$ cat config.mk
export PLATFORM = sky130hd
export DESIGN_NAME = opb_register_simulink2ppc
export DESIGN_NICKNAME = d
export VERILOG_FILES = /design/src/rtl/opb_register_simulink2ppc.sv
export SDC_FILE = /design/constraint.sdc
export NUM_CORES = 1
export LEC_CHECK = 0
export CORE_MARGIN = 2
export CORE_UTILIZATION = 42
export DETAILED_ROUTE_END_ITERATION = 7
export PLACE_DENSITY = 0.77
export SLEW_MARGIN = 5
export SYNTH_ARGS = -nofsm -noshare
export SYNTH_HDL_FRONTEND = slang
export SYNTH_SLANG_ARGS = --single-unit
$ cat constraint.sdc
create_clock -name OPB_Clk -period 2.4 [get_ports OPB_Clk]
set_clock_uncertainty 0.1 [all_clocks]
set_input_delay 0.72 -clock OPB_Clk [delete_from_list [all_inputs] [get_ports OPB_Clk]]
set_output_delay 0.72 -clock OPB_Clk [all_outputs]
set_load 0.01 [all_outputs]
$ cat src/rtl/opb_register_simulink2ppc.sv
// OPB slave exposing a fabric-captured 32-bit value, a capture counter and a freeze control to the PPC.
// Fixed three-phase transfer (IDLE -> ACK -> GAP); the fabric side shares OPB_Clk.
module opb_register_simulink2ppc #(
    parameter logic [31:0] C_BASEADDR   = 32'h01000B00,
    parameter logic [31:0] C_HIGHADDR   = 32'h01000BFF,
    parameter int          C_OPB_AWIDTH = 32,
    parameter int          C_OPB_DWIDTH = 32,
    parameter string       C_FAMILY     = "virtex5"
) (
    input  logic                      OPB_Clk,
    input  logic                      OPB_Rst,
    input  logic [0:C_OPB_AWIDTH-1]   OPB_ABus,
    input  logic [0:C_OPB_DWIDTH/8-1] OPB_BE,
    input  logic [0:C_OPB_DWIDTH-1]   OPB_DBus,
    input  logic                      OPB_RNW,
    input  logic                      OPB_select,
    input  logic                      OPB_seqAddr,
    output logic [0:C_OPB_DWIDTH-1]   Sl_DBus,
    output logic                      Sl_xferAck,
    output logic                      Sl_errAck,
    output logic                      Sl_retry,
    output logic                      Sl_toutSup,
    input  logic [31:0]               user_data_in,
    input  logic                      user_valid,
    output logic                      user_freeze
);

    typedef enum logic [1:0] {
        S_IDLE = 2'd0,
        S_ACK  = 2'd1,
        S_GAP  = 2'd2
    } state_t;

    state_t      r_state;
    state_t      w_state_next;
    logic        w_take;

    logic [1:0]  r_word;
    logic        r_rnw;
    logic        r_be3;
    logic [1:0]  r_wbits;
    logic [31:0] r_rdata;

    logic [31:0] r_data;
    logic [31:0] r_count;
    logic        r_freeze;

    logic        w_hit;
    logic [1:0]  w_word;
    logic [31:0] w_wdata;
    logic [31:0] w_rd_mux;
    logic        w_in_ack;
    logic        w_ctrl_wr;
    logic        w_clear;
    logic        w_capture;
    logic        w_unused;

    // DBus bit 0 is the MSB, so a plain vector copy gives reg bit k <-> DBus bit 31-k.
    assign w_wdata = OPB_DBus;
    assign w_word  = OPB_ABus[28:29];
    assign w_hit   = OPB_select && (OPB_ABus >= C_BASEADDR) && (OPB_ABus <= C_HIGHADDR);

    always_comb begin
        w_rd_mux = '0;
        case (w_word)
            2'd0:    w_rd_mux = r_data;
            2'd1:    w_rd_mux = r_count;
            2'd2:    w_rd_mux = {31'b0, r_freeze};
            default: w_rd_mux = '0;
        endcase
    end

    always_comb begin
        w_state_next = r_state;
        w_take       = 1'b0;
        case (r_state)
            S_IDLE: begin
                if (w_hit) begin
                    w_state_next = S_ACK;
                    w_take       = 1'b1;
                end
            end
            S_ACK:   w_state_next = S_GAP;
            S_GAP:   w_state_next = S_IDLE;
            default: w_state_next = S_IDLE;
        endcase
    end

    always_ff @(posedge OPB_Clk) begin
        if (OPB_Rst) begin
            r_state <= S_IDLE;
        end else begin
            r_state <= w_state_next;
        end
    end

    always_ff @(posedge OPB_Clk) begin
        if (OPB_Rst) begin
            r_word  <= 2'd0;
            r_rnw   <= 1'b0;
            r_be3   <= 1'b0;
            r_wbits <= 2'd0;
            r_rdata <= '0;
        end else if (w_take) begin
            r_word  <= w_word;
            r_rnw   <= OPB_RNW;
            r_be3   <= OPB_BE[3];
            r_wbits <= w_wdata[1:0];
            r_rdata <= OPB_RNW ? w_rd_mux : 32'd0;
        end else begin
            r_rdata <= '0;
        end
    end

    // Reset is also gated in combinationally so a reset landing in ACK suppresses the ack itself.
    assign w_in_ack  = (r_state == S_ACK) && !OPB_Rst;
    assign w_ctrl_wr = w_in_ack && !r_rnw && (r_word == 2'd2) && r_be3;
    assign w_clear   = w_ctrl_wr && r_wbits[1];
    assign w_capture = user_valid && !r_freeze;

    always_ff @(posedge OPB_Clk) begin
        if (OPB_Rst) begin
            r_data   <= '0;
            r_count  <= '0;
            r_freeze <= 1'b0;
        end else begin
            if (w_capture) begin
                r_data <= user_data_in;
            end
            if (w_clear) begin
                r_count <= '0;
            end else if (w_capture) begin
                r_count <= r_count + 32'd1;
            end
            if (w_ctrl_wr) begin
                r_freeze <= r_wbits[0];
            end
        end
    end

    assign Sl_xferAck  = w_in_ack;
    assign Sl_DBus     = w_in_ack ? r_rdata : 32'd0;
    assign Sl_errAck   = 1'b0;
    assign Sl_retry    = 1'b0;
    assign Sl_toutSup  = 1'b0;
    assign user_freeze = r_freeze;

    assign w_unused = ^{OPB_seqAddr, OPB_ABus[30:31], OPB_BE[0:2], w_wdata[31:2]} ^ (C_FAMILY != "");

endmodule
# Word level (Yosys, flattened, before mapping)
# Index checks and enable logic that the tools add are counted.
[word_totals] ff_bits=105 inputBits=106 output_inout_bits=37 elab_cells=40
[classes] n_addsub=1 order_cmp=2 eq_ne=5 n_mux=6 n_bitwise=2 n_reduce_logical=15
[op_table] operator="$pmux W32 S3" n=1
[op_table] operator="$add A32 B1 Y32 const B" n=1
[op_table] operator="$ge A32 B25 Y1 const B" n=1
[op_table] operator="$le A32 B25 Y1 const B" n=1
[op_table] operator="$mux W32" n=1
[op_table] operator="$logic_and A1 B1 Y1" n=8
[op_table] operator="$eq A2 B1 Y1 const B" n=2
[op_table] operator="$eq A2 B2 Y1 const B" n=2
[op_table] operator="$logic_not A2 Y1" n=2
[op_table] operator="$pmux W2 S2" n=1
[op_table] operator="$logic_not A1 Y1" n=3
[op_table] operator="$reduce_or A3 Y1" n=1
[op_table] operator="$mux W1" n=2
[op_table] operator="$mux W2" n=1
[op_table] operator="$ne A2 B2 Y1 const B" n=1
[op_table] operator="$not A1 Y1" n=2
[op_table] operator="$reduce_or A2 Y1" n=1

# Logic depth before layout (Yosys ltp)
# Gate-level depths: netlist of the first run.
[logic_depth] depth_word=7 mapped_depth=7 depth_no_buf=5

# Worst setup path before layout of the first run
# Ideal clock, no wire load.
[synth_timing] path_type="in2out" from="in OPB_Rst" to="out Sl_DBus[1] in the netlist's numbering" t_arrival_ns=1.774 setup_slack_ns=-0.194 path_stages=4 path_cell_list="clkbuf_1 -> nor3b_2 -> clkbuf_1 -> and2_1"
[synth_via] elab_chain_len=3
[synth_lines] element="from (decl)" line="11" source="input logic OPB_Rst,"
[synth_lines] element="$logic_not A1 Y1" line="116" source="assign w_in_ack = (r_state == S_ACK) && !OPB_Rst;"
[synth_lines] element="$logic_and A1 B1 Y1" line="116"
[synth_lines] element="named net Sl_xferAck" line="19" source="output logic Sl_xferAck,"
[synth_lines] element="$mux W32" line="142" source="assign Sl_DBus = w_in_ack ? r_rdata : 32'd0;"
[synth_lines] element="to (decl)" line="18" source="output logic [0:C_OPB_DWIDTH-1] Sl_DBus,"
# The timed path passes the listed nets, and every way through them passes these cells.

# Final worst setup path of the first run
[layout_timing] from="in OPB_Rst" to="out Sl_DBus[19] in the netlist's numbering"
[layout_via] elab_chain_len=3
[layout_lines] element="$logic_not A1 Y1" line="116"
[layout_lines] element="$logic_and A1 B1 Y1" line="116"
[layout_lines] element="$mux W32" line="142"
# Every way passes these cells.

==> results of run 1 <==
worst max-delay path, stage by stage:
cell and delay [ns]:
buf_8 0.10, nor3b_4 0.22, buf_6 0.16, buf_12 0.13
buf_6 0.10, and2_4 0.12, buf_6 0.09
Yosys cell counts, types with 2 or more instances:
| master | count | area share [%] |
|---|---|---|
| dfxtp_1 | 105 | 47 |
| nand2_1 | 85 | 7.1 |
| a21oi_1 | 59 | 6.6 |
| nor2_1 | 41 | 3.4 |
| mux2i_1 | 34 | 7.6 |
| and2_1 | 32 | 4.5 |
| clkbuf_1 | 31 | 2.6 |
| or4_1 | 15 | 2.5 |
| nand3_1 | 14 | 1.6 |
| o31ai_1 | 14 | 2.4 |
| o21ai_0 | 11 | 1.2 |
| nand4_1 | 9 | 1.3 |
| and4_1 | 7 | 1.4 |
| nor4_1 | 7 | 0.98 |
| or3_1 | 7 | 0.98 |
| xnor2_1 | 7 | 1.4 |
| nor3_1 | 6 | 0.67 |
| inv_1 | 5 | 0.42 |
| buf_4 | 3 | 0.50 |
| buf_2 | 2 | 0.22 |
| nand2b_1 | 2 | 0.28 |
| nor3b_1 | 2 | 0.34 |
| nor4b_1 | 2 | 0.39 |
| nor4bb_1 | 2 | 0.45 |
| o21a_1 | 2 | 0.34 |
| xor2_1 | 2 | 0.39 |
sequential cells by signal, summed over array words and instances, names as in the netlist:
| signal | cells |
|---|---|
| r_count | 32 |
| r_data | 32 |
| r_rdata | 32 |
| r_state | 2 |
| r_wbits | 2 |
| r_word | 2 |
| r_be3 | 1 |
| r_rnw | 1 |
| user_freeze | 1 |
power by group through the flow:
stage | registers, uW | logic [uW] | clock network, uW
global route | 1800 | 290 | 1110
CTS | 1790 | 264 | 1040
finish | 1790 | 263 | 1020
detailed placement | 1830 | 262 | 0
floorplan | 1830 | 121 | 0
global placement | 1830 | 255 | 0
cells by family after synthesis:
group,synth area share (%)
other,0.08398
AOI/OAI and AO/OA,11.01
adders and majority gates,0.2801
DFF,47.07
muxes,7.621
and+or+nand+nor,28.08
buffers and inverters,4.091
xor gates and xnor gates,1.765
per-layer routing:
| layer | part of all wire [%] | vias to the layer above | GRT usage [%] |
|---|---|---|---|
| met5 | 0 | - | 0 |
| met4 | 1.0 | 0 | 6.122 |
| met3 | 5.8 | 10 | 3.343 |
| met2 | 51 | 124 | 34.27 |
| met1 | 42 | 1901 | 25.41 |
| li1 | - | 2017 | - |
worst paths after layout:
| kind | start | end | slack, ns | cells after the start |
|---|---|---|---|---|
| max reg2reg | r_count[1]$_SDFFE_PP0P_ | r_count[24]$_SDFFE_PP0P_ | 0.14 | 6 |
| min | r_data[3]$_SDFFE_PP0P_ | r_data[3]$_SDFFE_PP0P_ | 0.36 | 2 |
| min reg2reg | r_data[3]$_SDFFE_PP0P_ | r_data[3]$_SDFFE_PP0P_ | 0.36 | 2 |
| max | OPB_Rst | Sl_DBus[19] | -0.07 | 7 |
cell type report:
cell class              instances  area [um2]
clock buffers                  10       127.6
clock inverters                 6       51.30
fillers                       905        4237
inverters                       5       18.77
multi-input cells             376        2270
flip-flops and latches        105        2103
well taps                     136       170.2
repair buffers                131        1346
through the flow:
| stage | area [um2] | hold slack (ns) | setup TNS, ns | utilization [%] | setup WS (ns) |
|---|---|---|---|---|---|
| floorplan | 4568 | 0.3357 | -0.03375 | - | -0.001483 |
| global placement | 5722 | 0.3417 | -22.76 | 55.42 | -0.5280 |
| detailed placement | 5722 | 0.3458 | -25.51 | 55.42 | -0.5977 |
| CTS | 5904 | 0.3590 | -0.2552 | 57.19 | -0.07966 |
| global route | 6087 | 0.3740 | -1.411 | 58.96 | -0.1157 |
| finish | 6087 | 0.3586 | -0.2660 | 58.96 | -0.07167 |
layout by cell type (no fill, tap or decap), types with 3 or more instances in the layout:
cell,Yosys,layout
nand2_1,85,85
nor4_1,7,7
conb_1,1,3
buf_12,0,3
buf_4,3,20
xnor2_1,7,7
dfxtp_1,105,104
mux2i_1,34,34
o21ai_0,11,11
inv_1,5,5
and2_1,32,6
or4_1,15,15
nand4_1,9,9
a21oi_1,59,59
buf_8,0,3
o31ai_1,14,14
and2_4,0,26
nor3_1,6,6
and4_1,7,7
buf_6,1,30
or3_1,7,7
clkbuf_8,0,9
clkdlybuf4s50_1,0,63
buf_2,2,7
nor2_1,41,41
nand3_1,14,13
what timing repair did:
item,in CTS,in global routing
setup endpoints to repair,51,40
setup buffers,7,1
pin swaps,2,14
resized for setup,145,42
cloned,2,2
==> impl_results.md, run 1 <==
- Final hold violations: 0
- DR iter-0 viols: 100
- Die extent in y: approximately 110 um
- Fin nets: 735
- Final period utilization: 103.0%
- Inst Count DP: 743
- Post-synth ARST share: 0%
- Final min period: approximately 2.5 ns
- CTS Buffer Depth: 2
- Worst setup path class: input pin to output pin
- Routed WL: about 11000 um
- TritonCTS clock tree: built
- Setup Viol. Count Final: 14
- Maxcap violations: 0
- Violated checks: negative setup slack
- Layout cells sized above 1: between 10% and 20%
- CTS Root Cell: clkbuf_8
- Synthesized netlist cell count: roughly 520
- Port bufs: 99
- CTS sink count: between 100 and 150
- Share of power burned in registers: 58.2%
- Clock network power share: 33.2%
- Detailed Place HPWL: 7629 um
- First-pass GRT wire length: between 15000 and 20000 um
- P per Cell Area: approximately 500 nW/um2
- Drt pass-1 iters: 4
- Area growth syn-to-layout: 36.31%
- Synthesized area: roughly 4500 um2
- Net Sw Power: ~760 uW
- Sw Share: approximately a quarter
- Synth Register Bits: around 110
- Fmax: between 0.4 and 0.5 GHz
- Startpoint Class: input pin
- Worst min path class: register to register
- Overall power: 3077 uW
- Internal Pwr Total: ~2300 uW
- Worst-Skew Late Latency: approximately 0.37 ns
- N_diodes: 0
- Drt drc: 0
- Mean area per synthesized cell: about 8.6 um2
- Post-route ant nets: 0
- Sequential fraction of the synthesis area: a little under half
- EDFF count, synth: 0
- Maximum vdd drop: approximately 0.3 mV
- Logic gate share of total power: 8.5%
- Initial antenna violation count: 0
- CP arrival: around 1.7 ns
- Ys flop type: dfxtp_1
- Lkg Pwr: about 0.0023 uW
- Num rows: 37
- Die area: between 10000 and 15000 um2
- Distinct cells, synth: 42
- RSZ-0062 raised after global routing: yes
- Vias in the first global route: 3903
- CP max FO: 7
- Total track usage: 19.90%
- YS warnings: 0
- Io pins: about 140
- Core area: 10320 um2
- Total grt overflow: 0
- Clk slew on worst S/H paths: ~0.10 ns
- CTS Buf Count: 9
- Routed WL per cell: approximately 15 um
- DR vias: roughly 4100
- Fin cells: between 700 and 800
- Gp weighted congestion: between 0.7 and 0.8
- Largest net degree at the start of global routing: between 40 and 50
- Initial Utilization: 43.26%
- Post-DR vias/cell: 5.269
- Status: finished, violations left
- Slew HR: a little under three fifths
- CTS H-tree depth: 3
- Worst setup EP type: output pin
- Worst slew pin tran: roughly 0.63 ns
- Hold_buf cts: 0
- Die Wd: roughly 110 um
- Slew Limit Fails: 0
- Setup ws final: -0.07167 ns
- Critical Path RT: between 1.5 and 2 ns
No activity file was read; power rests on OpenSTA's default activity.
==> inputs of run 2 (changes only) <==
Settings changed: PLACE_DENSITY 0.77 to 0.86.
==> run 2 against run 1 <==
  * The flow still finishes with violations (negative setup slack)
  * Critical path depth unchanged
  * Combinational power is essentially flat
  * Via count is 2.9% higher
  * Worst hold slack improved by 0.0039 ns
  * First-iteration DRC count rose by 130%
  * Global-route usage grew 1.3 points
  * Critical endpoint is now Sl_DBus[27]
==> impl_results.md, run 2 (synthesis gave the netlist of run 1 again) <==
- First-pass GRT wire length: 19190 um
- Drt pass-1 iters: 5
- Hold Slack: about 0.36 ns
- TritonCTS clock tree: built
- Final period utilization: 104.0%
- Net Sw Power: ~770 uW
- Total track usage: about a fifth
- Slew Limit Fails: 0
- Status: finished, violations left
- Critical Path Most Common Cell: buf_12
- DP Area: 5689 um2
- CTS H-tree depth: 3
- Port bufs: 99
- Slew HR: around three fifths
- Critical Path RT: 1.58 ns
- Initial antenna violation count: 0
- Worst setup path class: input pin to output pin
- CTS Buffer Depth: 2
- Num rows: 37
- RSZ-0062 raised after global routing: yes
- DR iter-0 viols: 230
- Worst setup EP type: output pin
- Clock network power share: 33.4%
- Lkg Pwr: 0.002277 uW
- Fin nets: 734
- CTS Root Cell: clkbuf_8
- Die extent in y: roughly 110 um
- Layout cells sized above 1: between 10% and 20%
- Drt drc: 0
- Clk slew on worst S/H paths: 0.10 ns
- Final min period: between 2 and 2.5 ns
- Logic gate share of total power: 8.5%
- Post-DR vias/cell: between 5 and 6
- Commonest non-fill, non-tap cells in the layout: dfxtp_1 (104), nand2_1 (85), clkdlybuf4s50_1 (63), a21oi_1 (59), nor2_1 (41)
- Routed WL: 11900 um
- CP Cell Sequence: buf_8 > nor3b_4 > buf_12 > buf_12 > buf_16 > and2_4 > buf_6
- CP max FO: 8
- CTS sink count: between 100 and 150
- Sw Share: approximately a quarter
- Share of power burned in registers: between 50% and 60%
- Maximum vdd drop: 0.3702 mV
- Vias in the first global route: slightly above 4000
- Final hold violations: 0
- DR vias: roughly 4200
- CP max stage delay: roughly 0.22 ns
- Io pins: around 140
- Initial Utilization: 43.26%
- Internal Pwr Total: 2313 uW
- Regs by FF count: r_count: 32 flops, r_data: 32 flops, r_rdata: 32 flops
- N_diodes: 0
- Worst min path class: register to register
- P per Cell Area: between 500 and 600 nW/um2
- Gp weighted congestion: about 0.87
- Most common cell after layout, fill and taps aside: dfxtp_1
- Post-route ant nets: 0
- Slowest-stage cell, CP: nor3b_4
- Total grt overflow: 0
- Final Instance Area: 6160 um2
- Detailed Place HPWL: between 7000 and 8000 um
- Die Wd: 107.1 um
- Violated checks: negative setup slack
- Setup ws final: -0.09490 ns
- Routed WL per cell: approximately 15 um
- Die area: 11470 um2
- CTS Buf Count: 9
- Setup Viol. Count Final: 27
- Fmax: approximately 0.40 GHz
- Hold_buf cts: 0
- Largest net degree at the start of global routing: 46
- Worst slew pin tran: about 0.58 ns
- Core area: 10320 um2
- Area growth syn-to-layout: 37.94%
- Maxcap violations: 0
- Startpoint Class: input pin
- Worst-Skew Late Latency: between 0.3 and 0.4 ns
- CP arrival: between 1.5 and 2 ns
## run 2: what timing repair did
action | in CTS | in global routing
gates cloned | 5 | 0
setup buffers | 5 | 2
gates resized for setup | 169 | 25
setup endpoints to repair | 48 | 38
pin swaps | 13 | 10
## run 2: area by class of cell
class	instances	area, um2
timing repair buffer	130	1408
clock buffer	9	123.9
inverter	5	18.77
fill	873	4164
clock inverter	7	53.80
multi-input combinational	376	2282
tap	136	170.2
sequential	105	2103
## run 2: worst paths after layout
kind / slack, ns / start / endpoint / depth (start not counted)
setup / recovery: -0.09 / OPB_Rst / Sl_DBus[27] / 7
setup reg to reg: 0.07 / r_count[1]$_SDFFE_PP0P_ / r_count[28]$_SDFFE_PP0P_ / 6
hold reg to reg: 0.36 / r_data[18]$_SDFFE_PP0P_ / r_data[18]$_SDFFE_PP0P_ / 2
hold / removal: 0.36 / r_data[18]$_SDFFE_PP0P_ / r_data[18]$_SDFFE_PP0P_ / 2
## run 2: power by group through the flow
stage / clock network [uW] / logic [uW] / registers, uW
after floorplan: 0 / 121 / 1830
after CTS: 1040 / 262 / 1790
final: 1030 / 262 / 1790
after global routing: 1100 / 284 / 1800
after detailed placement: 0 / 260 / 1830
after global placement: 0 / 250 / 1830
## run 2: per-layer routing
layer | track usage (%) | wire [um] | up-vias
li1 | - | - | 2022
met1 | 25.11 | 4936 | 1955
met2 | 36.80 | 5985 | 164
met3 | 5.410 | 756 | 28
met4 | 7.699 | 221 | 0
met5 | 0 | 0 | -
## run 2: stage by stage
step / TNS (ns) / instances / util, % / power (uW) / setup slack (ns)
6_report: -1.854 / 768 / 59.67 / 3085 / -0.09490
5_1_grt: -2.813 / 768 / 59.67 / 3184 / -0.1367
4_1_cts: -1.675 / 768 / 58.74 / 3091 / -0.1035
3_5_place_dp: -25.35 / 742 / 55.11 / 2092 / -0.5502
3_3_place_gp: -22.30 / 742 / 55.11 / 2080 / -0.5340
2_1_floorplan: -0.03375 / 524 / - / 1949 / -0.001483
## run 2: critical path, delay by kind of cell
family	cells	cell delay (ns)
AND/OR/NAND/NOR	2	0.36
buffers and inverters	5	0.59
